**src/rtl/valid_ready_hs.sv**
```systemverilog
// ---------------------------------------------------------------------------
// valid_ready_hs_pair: demonstration link for a valid/ready handshake.
//
// A master produces an incrementing byte stream. A slave applies a fixed,
// repeating backpressure pattern and captures every byte it accepts. A byte
// moves on a rising edge where m_valid and s_ready are both high.
//
// Ports (pair):
//   aclk    in   clock, all logic on the rising edge
//   rstn    in   synchronous reset, active HIGH (despite the name)
//   m_valid out  master payload valid (registered)
//   m_data  out  master payload, DATA_W bits
//   s_ready out  slave ready (registered, follows S_READY_PATTERN)
//   s_data  out  last payload accepted by the slave
//
// Parameters:
//   DATA_W          channel width
//   M_GAP           idle cycles the master inserts after each transfer (0..15)
//   S_READY_PATTERN slave ready bit for cycle i after reset is bit (i mod 8)
// ---------------------------------------------------------------------------

// ---------------------------------------------------------------------------
// master_ready_valid_hs: incrementing byte source.
//
//   state   | meaning
//   --------+---------------------------------------------------------------
//   ST_IDLE | reset state, m_valid low; left on the first edge out of reset
//   ST_SEND | m_valid high, m_data held until s_ready accepts it
//   ST_GAP  | m_valid low for M_GAP cycles after a transfer
//
// Ports:
//   aclk, rstn  clock / synchronous active-high reset
//   s_ready     in   ready from the slave
//   m_data      out  payload, increments by one on each transfer
//   m_valid     out  payload valid, decoded from the state register only
// ---------------------------------------------------------------------------
module master_ready_valid_hs #(
    parameter int DATA_W = 8,
    parameter int M_GAP  = 0
) (
    input  logic              aclk,
    input  logic              rstn,
    input  logic              s_ready,
    output logic [DATA_W-1:0] m_data,
    output logic              m_valid
);

    typedef enum logic [1:0] {
        ST_IDLE = 2'd0,
        ST_SEND = 2'd1,
        ST_GAP  = 2'd2
    } state_t;

    // Gap timer is a down-counter: loaded with M_GAP-1 on the transfer edge,
    // the master returns to SEND on the edge where it reads zero. That gives
    // exactly M_GAP cycles with m_valid low.
    localparam logic [3:0] GAP_LOAD = (M_GAP > 0) ? 4'(M_GAP - 1) : 4'd0;
    localparam bit         HAS_GAP  = (M_GAP > 0);

    state_t              r_state;
    state_t              w_state_nxt;
    logic [3:0]          r_gap_cnt;
    logic [3:0]          w_gap_cnt_nxt;
    logic [DATA_W-1:0]   r_data;
    logic                w_xfer;

    assign w_xfer = (r_state == ST_SEND) && s_ready;

    // State register
    always_ff @(posedge aclk) begin
        if (rstn) begin
            r_state   <= ST_IDLE;
            r_gap_cnt <= 4'd0;
            r_data    <= '0;
        end else begin
            r_state   <= w_state_nxt;
            r_gap_cnt <= w_gap_cnt_nxt;
            if (w_xfer) begin
                r_data <= r_data + DATA_W'(1);
            end
        end
    end

    // Next-state logic
    always_comb begin
        w_state_nxt   = r_state;
        w_gap_cnt_nxt = r_gap_cnt;
        case (r_state)
            ST_IDLE: begin
                w_state_nxt = ST_SEND;
            end
            ST_SEND: begin
                if (w_xfer && HAS_GAP) begin
                    w_state_nxt   = ST_GAP;
                    w_gap_cnt_nxt = GAP_LOAD;
                end
            end
            ST_GAP: begin
                if (r_gap_cnt == 4'd0) begin
                    w_state_nxt = ST_SEND;
                end else begin
                    w_gap_cnt_nxt = r_gap_cnt - 4'd1;
                end
            end
            default: begin
                w_state_nxt   = ST_IDLE;
                w_gap_cnt_nxt = 4'd0;
            end
        endcase
    end

    // Outputs: purely a function of registers, never of s_ready.
    always_comb begin
        m_valid = (r_state == ST_SEND);
        m_data  = r_data;
    end

endmodule

// ---------------------------------------------------------------------------
// slave_valid_ready_hs: patterned-backpressure sink.
//
// Ports:
//   aclk, rstn  clock / synchronous active-high reset
//   m_valid     in   valid from the master
//   m_data      in   payload from the master
//   s_ready     out  registered ready, S_READY_PATTERN[idx] each cycle
//   s_data      out  last accepted payload
// ---------------------------------------------------------------------------
module slave_valid_ready_hs #(
    parameter int           DATA_W          = 8,
    parameter logic [7:0]   S_READY_PATTERN = 8'hFF
) (
    input  logic              aclk,
    input  logic              rstn,
    input  logic              m_valid,
    input  logic [DATA_W-1:0] m_data,
    output logic              s_ready,
    output logic [DATA_W-1:0] s_data
);

    logic [2:0]        r_idx;
    logic              r_s_ready;
    logic [DATA_W-1:0] r_s_data;

    // Ready is deliberately independent of m_valid; it only walks the
    // pattern, so it may be high with nothing offered or low with a byte
    // pending.
    always_ff @(posedge aclk) begin
        if (rstn) begin
            r_idx     <= 3'd0;
            r_s_ready <= 1'b0;
            r_s_data  <= '0;
        end else begin
            r_s_ready <= S_READY_PATTERN[r_idx];
            r_idx     <= r_idx + 3'd1;
            if (m_valid && r_s_ready) begin
                r_s_data <= m_data;
            end
        end
    end

    assign s_ready = r_s_ready;
    assign s_data  = r_s_data;

endmodule

// ---------------------------------------------------------------------------
// valid_ready_hs_pair: master and slave wired back-to-back.
// ---------------------------------------------------------------------------
module valid_ready_hs_pair #(
    parameter int         DATA_W          = 8,
    parameter int         M_GAP           = 0,
    parameter logic [7:0] S_READY_PATTERN = 8'hFF
) (
    input  logic              aclk,
    input  logic              rstn,
    output logic              m_valid,
    output logic [DATA_W-1:0] m_data,
    output logic              s_ready,
    output logic [DATA_W-1:0] s_data
);

    logic              w_m_valid;
    logic [DATA_W-1:0] w_m_data;
    logic              w_s_ready;
    logic [DATA_W-1:0] w_s_data;

    master_ready_valid_hs #(
        .DATA_W (DATA_W),
        .M_GAP  (M_GAP)
    ) u_master (
        .aclk    (aclk),
        .rstn    (rstn),
        .s_ready (w_s_ready),
        .m_data  (w_m_data),
        .m_valid (w_m_valid)
    );

    slave_valid_ready_hs #(
        .DATA_W          (DATA_W),
        .S_READY_PATTERN (S_READY_PATTERN)
    ) u_slave (
        .aclk    (aclk),
        .rstn    (rstn),
        .m_valid (w_m_valid),
        .m_data  (w_m_data),
        .s_ready (w_s_ready),
        .s_data  (w_s_data)
    );

    assign m_valid = w_m_valid;
    assign m_data  = w_m_data;
    assign s_ready = w_s_ready;
    assign s_data  = w_s_data;

endmodule

```
**config.mk**
```make
export PLATFORM = sky130hd
export DESIGN_NAME = valid_ready_hs_pair
export DESIGN_NICKNAME = d
export VERILOG_FILES = /design/src/rtl/valid_ready_hs.sv
export SDC_FILE = /design/constraint.sdc
export NUM_CORES = 1
export LEC_CHECK = 0
export ABC_AREA = 1
export BUFFER_PORTS_ARGS = -buffer_cell sky130_fd_sc_hd__buf_2
export CAP_MARGIN = 20
export CORE_MARGIN = 5
export CORE_UTILIZATION = 48
export DETAILED_ROUTE_END_ITERATION = 8
export MAX_ROUTING_LAYER = met4
export PLACE_DENSITY = 0.74
export SLEW_MARGIN = 40
export SYNTH_ARGS = -nofsm -noshare
export SYNTH_HDL_FRONTEND = slang
export SYNTH_SLANG_ARGS = --single-unit
```
**constraint.sdc**
```tcl
create_clock -name aclk -period 1.5 [get_ports aclk]
set_clock_uncertainty 0.15 [all_clocks]
set_input_delay 0.3 -clock aclk [delete_from_list [all_inputs] [get_ports aclk]]
set_output_delay 0.3 -clock aclk [all_outputs]
set_load 0.05 [all_outputs]
```
# After elaboration in Yosys (flattened, before gate mapping)
# Memories as Yosys holds them, arrays and structs flattened. A register that Yosys moved wholly into a read port is not among the register bits.
# Cells that the tools add are included.
# Widths: inputs -> output; s select.
[word_totals] ff_bits=25 latch_bits=0 mem_bits_rw=0 romBits=8 in_bits=2 out_inout_bits=18 wordCells=25 memories=1
[memory_table] name="(no name shown)" words=8 width=1 read_ports=1 rd_ports_with_merged_regs=1 write_ports=0 line="155" rtl="r_s_ready <= S_READY_PATTERN[r_idx];"
[op_classes] addsub=3 n_mul=0 div_mod_pow=0 magnitude_cmp=0 n_eq_ne=4 shift=0 n_mux=4 bitwise_logic=2 n_reduce_logical=6
[op_table] op="$add 8x1->8 const B" count=1
[op_table] op="$pmux 4 s2" count=1
[op_table] op="$pmux 2 s3" count=1
[op_table] op="$logic_not 4->1" count=1
[op_table] op="$mux 4" count=1
[op_table] op="$reduce_and 2->1" count=2
[op_table] op="$sub 4x1->4 const B" count=1
[op_table] op="$add 3x1->3 const B" count=1
[op_table] op="$eq 2x1->1 const B" count=1
[op_table] op="$eq 2x2->1 const B" count=1
[op_table] op="$logic_not 2->1" count=1
[op_table] op="$mux 2" count=1
[op_table] op="$ne 2x1->1 const B" count=1
[op_table] op="$ne 2x2->1 const B" count=1
[op_table] op="$not 1->1" count=2
[op_table] op="$reduce_or 2->1" count=1
[op_table] op="$logic_and 1x1->1" count=1

# Depth between registers and ports, before layout
# Gate-level depths: netlist of run 1.
[depth] word_depth=4 mapped_depth=6

# Modules after synthesis
# A second synthesis of run 1 with hierarchy kept.
[unflattened] cells_unflattened=107 hier_area_um2=777.0
[modules_own_cells] mod="master_ready_valid_hs" n_inst=1 cells_each=55 area_each_um2=420.4 seq_area_each_um2=180.2
[modules_own_cells] mod="slave_valid_ready_hs" n_inst=1 cells_each=52 area_each_um2=356.6 seq_area_each_um2=180.2

# Least setup slack after synthesis of run 1
# No wires, ideal clock.
[synth_timing] path_type="reg2reg" from="reg u_master.r_data[0] (netlist: u_master.m_data[0])" to="reg u_master.r_data[6] (netlist: u_master.m_data[6])" t_arrival_ps=1350 required_ps=1233 slack_ps=-117 stages_incl_launch_ff=7 n_path_buf=0 period_less_slack_ps=1617 cell_sequence="dfxtp_1 > ha_1 > inv_1 > nor3_1 > nand2_1 > nand2_1 > nor2_1"
[synth_via] elab_chain_cells=1
[synth_lines] element="start, declared" line="64" rtl="logic [DATA_W-1:0] r_data;"
[synth_lines] element="start signal, assigned" line="79" rtl="r_data <= r_data + DATA_W'(1);"
[synth_lines] element="$add 8x1->8" line="79"
# Every way passes these cells.
# A chain may end at the register's enable or synchronous reset.

# Worst setup path in the final report of run 1
[layout_timing] from="reg u_master.r_data[3] (netlist: u_master.m_data[3])" to="out m_data[3]"
[layout_lines] element="end, declared" line="179" rtl="output logic [DATA_W-1:0] m_data,"
# No word-level cell between the ends.

==> results of run 1 <==
[layout make-up]
class	instances	area, µm²	share of cell area
Sequential cell	18	364	0.421
Inverter	10	37.5	0.0434
Tap cell	16	20.0	0.0232
Multi-Input combinational cell	63	307	0.355
Timing Repair Buffer	19	100	0.116
Clock buffer	4	36.3	0.0420
[per-stage QoR]
step,hold slack [ns],cell area [µm²]
after floorplan,0.207,738
after global placement,0.297,823
after detailed placement,0.300,823
after CTS,0.0554,862
after global routing,0.0498,865
final,0.0651,865
[cell usage after synthesis (all sizes together)]
cell / count / area [µm²]
nor2: 21 / 98.8
dfxtp: 18 / 360
ha: 1 / 12.5
nand3: 5 / 25.0
o21ai: 9 / 45.0
inv: 10 / 37.5
nand2: 17 / 68.8
buf: 3 / 30.0
nor3b: 1 / 7.51
nor3: 1 / 5.00
a21oi: 8 / 43.8
[flip-flops by register name (all words and copies together) (netlist names)]
register,cells
u_slave.s_ready,1
u_master.r_state,1
u_slave.s_data,8
u_master.m_data,8
[routing by layer]
layer | part of all wire | up-vias
li1 | - | 341
met1 | 0.48 | 287
met2 | 0.46 | 11
met3 | 0.044 | 4
met4 | 0.016 | 0
met5 | 0 | -
[path summary, 6_finish.rpt]
path	from	end	depth (start not counted)
hold / removal	rstn	u_master.r_state[0]	2
setup / recovery	u_master.m_data[3]	m_data[3]	1
setup reg to reg	u_master.m_data[0]	u_master.m_data[6]	6
hold reg to reg	u_slave.s_data[2]	u_slave.s_data[2]	2
[cell usage in the layout, fill, tap and decap left out]
cell type and count:
buf_2 17, clkbuf_4 4, clkbuf_8 1, nor3b_1 1
dfxtp_1 15, nor3_1 1, ha_1 1, nor2_2 2
inv_2 1, nor2_4 2, nand2_2 2, buf_4 1
o21ai_0 9, inv_1 9, a21oi_1 7, nand2_1 15
a21oi_2 1, dfxtp_2 3, nor2_1 17, nand3_1 5
[logic make-up (layout without fill, tap and decap cells)]
group                      count (synthesis)  count (layout)
DFF                                       18              18
buffers and inverters                     13              33
and+or+nand+nor                           45              45
AOI/OAI and AO/OA                         17              17
adders and majority gates                  1               1
[power breakdown]
part | leakage (nW) | internal (mW) | total (mW) | switching (mW)
logic | 0.230 | 0.0251 | 0.119 | 0.0940
registers | 0.148 | 0.495 | 0.506 | 0.0109
clock network | 0.0210 | 0.148 | 0.288 | 0.141
total | 0.400 | 0.668 | 0.914 | 0.245
==> summary.md, run 1 <==
| Metric | Value |
|---|---|
| Synth warn | 0 |
| Synth Cell Area | 734 µm² |
| DP Cell Count | 126 |
| CTS Root Cell | clkbuf_4 |
| Share of cells above drive strength 1 | 0.298 |
| Status | finished, final reports clean |
| Overall die area | 0.00241 mm² |
| CTS Hold Bufs | 0 |
| Worst-Skew Late Latency | 0.28 ns |
| Final setup violation count | 0 |
| Synth Area in Simple Gates | 0.279 |
| Seq/Total Area, Yosys | 0.491 |
| Total GRT Usage | 0.133 |
| GR Util met1 | 0.177 |
| Slew Limit Headroom | 0.754 |
| Max Cap Viol | 0 |
| WS Path Type | register to output port |
| WP buf/inv | 1 |
| Port Buffers | 19 |
| Nets@finish | 118 |
| Data required time at the worst endpoint | 1.05 ns |
| Synth Area in Compound Gates | 0.121 |
| Design Power | 0.914 mW |
| Clock transition at path regs | 0.10 ns |
| Overflow after GRT | 0 |
| Syn_nets | 97 |
| Die Span Y | 49.1 µm |
| Hold Violations, Final | 0 |
| GR Util met2 | 0.187 |
| Vias in the first global route | 564 |
| Layout Cells excl Fill | 130 |
| Die X | 49.1 µm |
| FF+latch count, synth | 18 |
| Post-route ant nets | 0 |
| H-tree Lvls | 1 |
| Critical Path AT | 0.98 ns |
| CP max stage delay | 0.45 ns |
| Post-CTS Resized | 1 |
| Clk sink count | 18 |
| GR Layer Usage met3 | 0.0367 |
| Leakage | 0.400 nW |
| Clock tree buffer depth | 2 |
| Initial Utilization | 0.499 |
| Post-Syn Instances | 94 |
| Ant diodes | 0 |
| Worst vdd ir | 0.690 mV |
| Routed wire length | 1.35 mm |
| Unrepaired setup endpoints after global routing | no |
| Setup Buffers After CTS | 0 |
| Core area | 0.00147 mm² |
| Wire per inst | 10.4 µm |
| Fillcell total | 146 |
| Initial antenna violation count | 0 |
| Hold Crit Class | input port to register |
| Netlist cell types | 17 |
| DRC viols | 0 |
| Vias after detailed routing | 643 |
| Critical Path End Type | output port |
| Site Rows | 14 |
| Drt pass-1 iters | 4 |
| Final Cycle Share | 0.951 |
| RD Place Congestion | 0.838 |
| Final HPWL DP | 1.03 mm |
| Largest delay contributor family on the critical path | flip-flops |
| Adder-cell area share of the yosys netlist | 0.0170 |
| PnR worst setup slack | 0.0734 ns |
| Post-layout util | 0.588 |
| Proportion of synthesized area in mux cells | 0 |
| Fmax achieved | 701 MHz |
| Synth Area in XOR/XNOR | 0 |
| Min cycle time layout | 1.43 ns |
| Startpoint types | register |
| Post-place setup slack | 0.242 ns |
| Cells along the critical path | buf_4 |
| Pin count of the biggest net entering global routing | 15 |
| Pwr Density | 1060 mW/mm² |
| Total negative slack | 0 ns |
| Vias/cell | 4.95 |
| TritonCTS clock tree | done |
| Iteration-0 DRC Markers | 9 |
| Post-synthesis average cell area | 7.81 µm² |
| Slowest cell on crit path | dfxtp_1 |
| Top-level I/O count | 20 |
| GRT busiest layer | met2 |
| P&R area growth vs syn | 17.7% |
| Largest family of logic cells by synthesized area | simple AND/OR/NAND/NOR gates |
| CP Max Fanout | 6 |
| Least-Margin Pin Slew | 0.368 ns |
| Number of CTS-inserted buffers | 3 |
| R2r setup slk | 0.21 ns |
| Global-route wire length before repair | 2.50 mm |
| Fin. max-slew vios | 0 |
(Power assumes the default switching activity.)
==> inputs of run 2 (changes only) <==
--- a/config.mk
+++ b/config.mk
@@ -13,6 +13,7 @@
 export DETAILED_ROUTE_END_ITERATION = 8
 export MAX_ROUTING_LAYER = met4
 export PLACE_DENSITY = 0.74
+export REMOVE_ABC_BUFFERS = 1
 export SLEW_MARGIN = 40
 export SYNTH_ARGS = -nofsm -noshare
 export SYNTH_HDL_FRONTEND = slang
==> run 2 against run 1 <==
Total power rose by 1.3%. Final area did not move. Count of clock-buffer cells in the layout did not move. Cell count did not move. Critical path type unchanged.
==> summary.md, run 2 (same netlist as run 1, synthesis figures left out) <==
| Metric | Value |
|---|---|
| Initial antenna violation count | 0 (unchanged) |
| Wire length on met1 | 640 µm (-1.2%) |
| Fmax achieved | 696 MHz (-0.75%) |
| CTS Hold Bufs | 0 (unchanged) |
| Cells along the critical path | buf_2 |
| Iteration-0 DRC Markers | 6 (-3) |
| DRC viols | 0 (unchanged) |
| Commonest non-fill, non-tap cells in the layout | nor2_1, dfxtp_1, buf_2, nand2_1 |
| Worst hold margin | 0.0666 ns (+0.00148 ns) |
| Hold Crit Class | input port to register |
| Status | finished, final reports clean |
| CP max stage delay | 0.41 ns (-0.04 ns) |
| Register Area | 362 µm² (-0.69%) |
| CP Max Fanout | 5 (-1) |
| DP Cell Count | 126 (unchanged) |
| Port Buffers | 19 (unchanged) |
| Slowest cell on crit path | dfxtp_1 |
| Vias/cell | 4.97 (+0.47%) |
| Vias after detailed routing | 646 (+0.47%) |
| Unrepaired setup endpoints after global routing | no |
| Wire length on met3 | 80 µm (+36%) |
| CTS Root Cell | clkbuf_4 |
| PnR worst setup slack | 0.0626 ns (-0.0107 ns) |
| Largest delay contributor family on the critical path | flip-flops |
| TritonCTS clock tree | done |
| Die Span Y | 49.1 µm (unchanged) |
| Area of the multi-input gates | 307 µm² (unchanged) |
| Hold Violations, Final | 0 (unchanged) |
| Least-Margin Pin Slew | 0.376 ns (+0.00817 ns) |
| Wire per inst | 10.8 µm (+4.4%) |
| Nets@finish | 118 (unchanged) |
| Top Layer Used | met4 |
| Startpoint types | register |
| Min cycle time layout | 1.44 ns (+0.0107 ns) |
| Fin. max-slew vios | 0 (unchanged) |
| Vias in the first global route | 615 (+9.0%) |
| Critical Path End Type | output port |
| Leakage | 0.399 nW (-0.27%) |
| Core area | 0.00147 mm² (unchanged) |
| Drt pass-1 iters | 4 (unchanged) |
| Design Power | 0.926 mW (+1.3%) |
| Site Rows | 14 (unchanged) |
| Number of CTS-inserted buffers | 3 (unchanged) |
| Total GRT Usage | 0.141 (+0.00837) |
| Final setup violation count | 0 (unchanged) |
| Worst-Skew Late Latency | 0.29 ns (about the same) |
| Clock transition at path regs | 0.10 ns (about the same) |
| Post-place setup slack | 0.144 ns (-0.0979 ns) |
| Overflow after GRT | 0 (unchanged) |
| RD Place Congestion | 0.695 (-17%) |
| Critical Path AT | 0.99 ns (about the same) |
| Total negative slack | 0 ns (unchanged) |
| Global-route wire length before repair | 2.67 mm (+6.6%) |
| Data required time at the worst endpoint | 1.05 ns (about the same) |
| Slew Limit Headroom | 0.749 (-0.00545) |
| WP buf/inv | 1 (unchanged) |
| Share of cells above drive strength 1 | 0.281 (-0.0175) |
| Finished Cell Area | 865 µm² (unchanged) |
| Clock tree buffer depth | 2 (unchanged) |
| Fillcell total | 161 (+10%) |
| Clk sink count | 18 (unchanged) |
| Post-route ant nets | 0 (unchanged) |
| Pin count of the biggest net entering global routing | 15 (unchanged) |
| Final Cycle Share | 0.958 (+0.00714) |
| WS Path Type | register to output port |
| Overall die area | 0.00241 mm² (unchanged) |
| H-tree Lvls | 1 (unchanged) |
| P&R area growth vs syn | 17.7% (unchanged) |
| Top-level I/O count | 20 (unchanged) |
| Post-layout util | 0.588 (unchanged) |
| DR WL met2 | 667 µm (+7.8%) |
| Max Cap Viol | 0 (unchanged) |
| Die X | 49.1 µm (unchanged) |
| Pwr Density | 1070 mW/mm² (+1.3%) |
| Layout Cells excl Fill | 130 (unchanged) |
| Routed wire length | 1.41 mm (+4.4%) |
| Ant diodes | 0 (unchanged) |
| Post-DP Area | 820 µm² (-0.46%) |
| Worst vdd ir | 0.589 mV (-15%) |
| Initial Utilization | 0.499 (unchanged) |
| Final HPWL DP | 1.02 mm (-1.4%) |
run 2: changes by cell type in the layout (fill, tap and decap cells not counted):
cell      before  now
clkbuf_4       4    5
buf_2         17   16
dfxtp_2        3    1
dfxtp_1       15   17
run 2: report_power, final:
part / total (mW) / switching (mW) / internal, mW
Clock: 0.299 / 0.151 / 0.148
Sequential: 0.506 / 0.0109 / 0.495
Combinational: 0.121 / 0.0952 / 0.0259
run 2: what timing repair did:
item                                    CTS  global route
resized for setup                         0             5
buffers inserted                          0             0
endpoints found under the setup margin    0             4
run 2: worst paths after layout:
kind / from / end / slack, ns / cells after the start
min reg2reg: u_slave.s_data[2] / u_slave.s_data[2] / 0.32 / 2
min: rstn / u_master.r_state[0] / 0.07 / 2
max: u_master.m_data[2] / m_data[2] / 0.06 / 1
max reg2reg: u_master.m_data[0] / u_master.m_data[6] / 0.17 / 6
run 2: worst reg2reg max path: stages, from the launching register on:
cell,delay (ns)
dfxtp_2,0.38
ha_1,0.20
inv_1,0.06
nor3_1,0.25
nand2_1,0.08
nand2_1,0.06
nor2_1,0.05
run 2: area by class of cell:
type	instances	area share
Clock buffer	4	0.0420
Inverter	10	0.0434
Multi-Input combinational cell	63	0.355
Sequential cell	18	0.418
Tap cell	16	0.0232
Timing Repair Buffer	19	0.119
run 2: layer usage:
metal  track usage  vias to the layer above
met5             -                        -
li1              -                      335
met1         0.171                      292
met4        0.0538                        0
met3        0.0367                        3
met2         0.221                       16
==> inputs of run 3 (changes only) <==
==> constraint.sdc (replaced) <==
create_clock -name aclk -period 1.6 [get_ports aclk]
set_clock_uncertainty 0.15 [all_clocks]
set_input_delay 0.32 -clock aclk [delete_from_list [all_inputs] [get_ports aclk]]
set_output_delay 0.32 -clock aclk [all_outputs]
set_load 0.05 [all_outputs]
==> run 3 against run 2 <==
Count of clock-buffer cells in the layout is 1 lower. Utilization is 1.5 points lower. Non-clock buffer count stayed put. Clock power is 27% lower. Worst setup slack better by 0.056 ns. Critical path depth stayed put. Sequential share of layout area is 0.97 points higher. Flip-flop and latch count stayed put. Largest power group unchanged.
==> summary.md, run 3 (same netlist as run 1, synthesis figures left out) <==
| Metric | Value |
|---|---|
| Ant diodes | 0 (unchanged) |
| Fin. max-slew vios | 0 (unchanged) |
| Initial Utilization | 0.499 (unchanged) |
| R2R Path End | u_master.m_data[6] |
| Int Pwr | 0.575 mW (-14%) |
| Register Area | 360 µm² (-0.35%) |
| WS Path Type | register to output port |
| WP buf/inv | 1 (unchanged) |
| Global-route wire length before repair | 2.47 mm (-7.5%) |
| Die X | 49.1 µm (unchanged) |
| Final Cycle Share | 0.926 |
| Vias/cell | 4.97 (about the same) |
| DRC viols | 0 (unchanged) |
| Setup Buffers After CTS | 0 (unchanged) |
| CP max stage delay | 0.42 ns (about the same) |
| Leakage | 0.392 nW (-1.6%) |
| Routed wire length | 1.35 mm (-3.9%) |
| Finished Cell Area | 842 µm² (-2.6%) |
| CP Max Fanout | 6 (+1) |
| Share of total power in the clock network | 0.270 (-0.053) |
| Post-DP Area | 820 µm² (unchanged) |
| Hold Path Origin | rstn |
| Clk sink count | 18 (unchanged) |
| Area of the multi-input gates | 307 µm² (unchanged) |
| Post-CTS Resized | 0 (unchanged) |
| Top-level I/O count | 20 (unchanged) |
| R2r setup slk | 0.20 ns (+0.03 ns) |
| Unrepaired setup endpoints after global routing | no |
| Max Cap Viol | 0 (unchanged) |
| Share of power burned in registers | 0.590 (+0.043) |
| Startpoint types | register |
| Worst-Skew Late Latency | 0.29 ns (about the same) |
| Post-layout util | 0.572 (-0.0153) |
| Iteration-0 DRC Markers | 9 (+3) |
| Commonest non-fill, non-tap cells in the layout | buf_2, dfxtp_1, nor2_1, nand2_1 |
| Drt pass-1 iters | 4 (unchanged) |
| Logic pwr share | 0.140 (+0.009) |
| Overflow after GRT | 0 (unchanged) |
| Wire per inst | 10.5 µm (-3.2%) |
| H-tree Lvls | 1 (unchanged) |
| Initial antenna violation count | 0 (unchanged) |
| Share of cells above drive strength 1 | 0.265 (-0.0152) |
| TritonCTS clock tree | done |
| Critical Path AT | 1.01 ns (+0.02 ns) |
| Slew Limit Headroom | 0.761 (+0.0120) |
| Worst hold path depth | 2 (unchanged) |
| Vias after detailed routing | 641 (-0.77%) |
| Worst reg2reg path depth | 6 (unchanged) |
| Data required time at the worst endpoint | 1.13 ns (+0.08 ns) |
| Final setup violation count | 0 (unchanged) |
| Critical Path End Type | output port |
| Number of CTS-inserted buffers | 3 (unchanged) |
| Crit Reg-Reg Startpoint | u_master.m_data[0] |
| Largest delay contributor family on the critical path | flip-flops |
| Fillcell total | 147 (-8.7%) |
| Port Buffers | 19 (unchanged) |
| Site Rows | 14 (unchanged) |
| RD Place Congestion | 0.694 (-0.19%) |
| Pwr Density | 953 mW/mm² (-11%) |
| Hold Violations, Final | 0 (unchanged) |
| Overall die area | 0.00241 mm² (unchanged) |
| CTS Root Cell | clkbuf_4 |
| Min cycle time layout | 1.48 ns |
| Final HPWL DP | 1.02 mm (unchanged) |
| Most common cell after layout, fill and taps aside | buf_2 |
| Cells along the critical path | buf_2 |
| Pin count of the biggest net entering global routing | 15 (unchanged) |
| Fmax achieved | 675 MHz |
| CTS Hold Bufs | 0 (unchanged) |
| Switching pwr | 0.228 mW (-11%) |
| Hold worst-path end | u_master.r_state[0] |
| Sw Ratio | 0.284 (+0.00649) |
| Slowest cell on crit path | dfxtp_1 |
| Post-route ant nets | 0 (unchanged) |
| Worst vdd ir | 0.711 mV (+21%) |
| Status | finished, final reports clean |
| Hold Crit Class | input port to register |
| Clock transition at path regs | 0.09 ns (about the same) |
| Core area | 0.00147 mm² (unchanged) |
| Least-Margin Pin Slew | 0.358 ns (-0.0180 ns) |
| Die Span Y | 49.1 µm (unchanged) |
| P&R area growth vs syn | 14.7% |
| Clock tree buffer depth | 2 (unchanged) |
| Vias in the first global route | 571 (-7.2%) |
| Nets@finish | 118 (unchanged) |
| Total GRT Usage | 0.131 (-0.0103) |
[run 3: routing by layer]
| metal | up-vias | part of all wire | global-route usage |
|---|---|---|---|
| met2 | 18 | 0.47 | 0.200 |
| met4 | 0 | 0.013 | 0.0538 |
| met1 | 284 | 0.46 | 0.160 |
| met3 | 3 | 0.064 | 0.0367 |
| met5 | - | 0 | - |
| li1 | 336 | - | - |
[run 3: cell type report]
class | count | share of cell area
Timing Repair Buffer | 19 | 0.113
Clock buffer | 3 | 0.0267
Tap cell | 16 | 0.0238
Inverter | 10 | 0.0446
Multi-Input combinational cell | 63 | 0.364
Sequential cell | 18 | 0.428
[run 3: worst max path at each step]
stage	from	to	depth (start not counted)
finish	u_master.m_data[0]	m_data[0]	1
global route	u_master.m_data[3]	m_data[3]	1
CTS	u_master.m_data[0]	m_data[0]	1
detailed placement	u_master.m_data[0]	u_master.m_data[6]	6
global placement	u_master.m_data[0]	u_master.m_data[6]	6
floorplan	u_master.m_data[0]	u_master.m_data[6]	6
[run 3: power by group through the flow]
stage | Combinational [mW] | Sequential (mW) | Clock, mW
finish | 0.112 | 0.474 | 0.217
global route | 0.122 | 0.477 | 0.245
CTS | 0.113 | 0.474 | 0.223
detailed placement | 0.113 | 0.484 | 0
global placement | 0.113 | 0.483 | 0
floorplan | 0.0317 | 0.539 | 0
[run 3: metrics by stage]
stage	hold WS (ns)	cells	setup TNS, ns	setup slack (ns)	power, mW
after floorplan	0.227	91	-0.0267	-0.0210	0.571
after global placement	0.298	126	0	0.332	0.596
after detailed placement	0.303	126	0	0.225	0.598
after CTS	0.0803	129	0	0.111	0.810
after global routing	0.0773	129	0	0.0528	0.844
final	0.0842	129	0	0.119	0.803
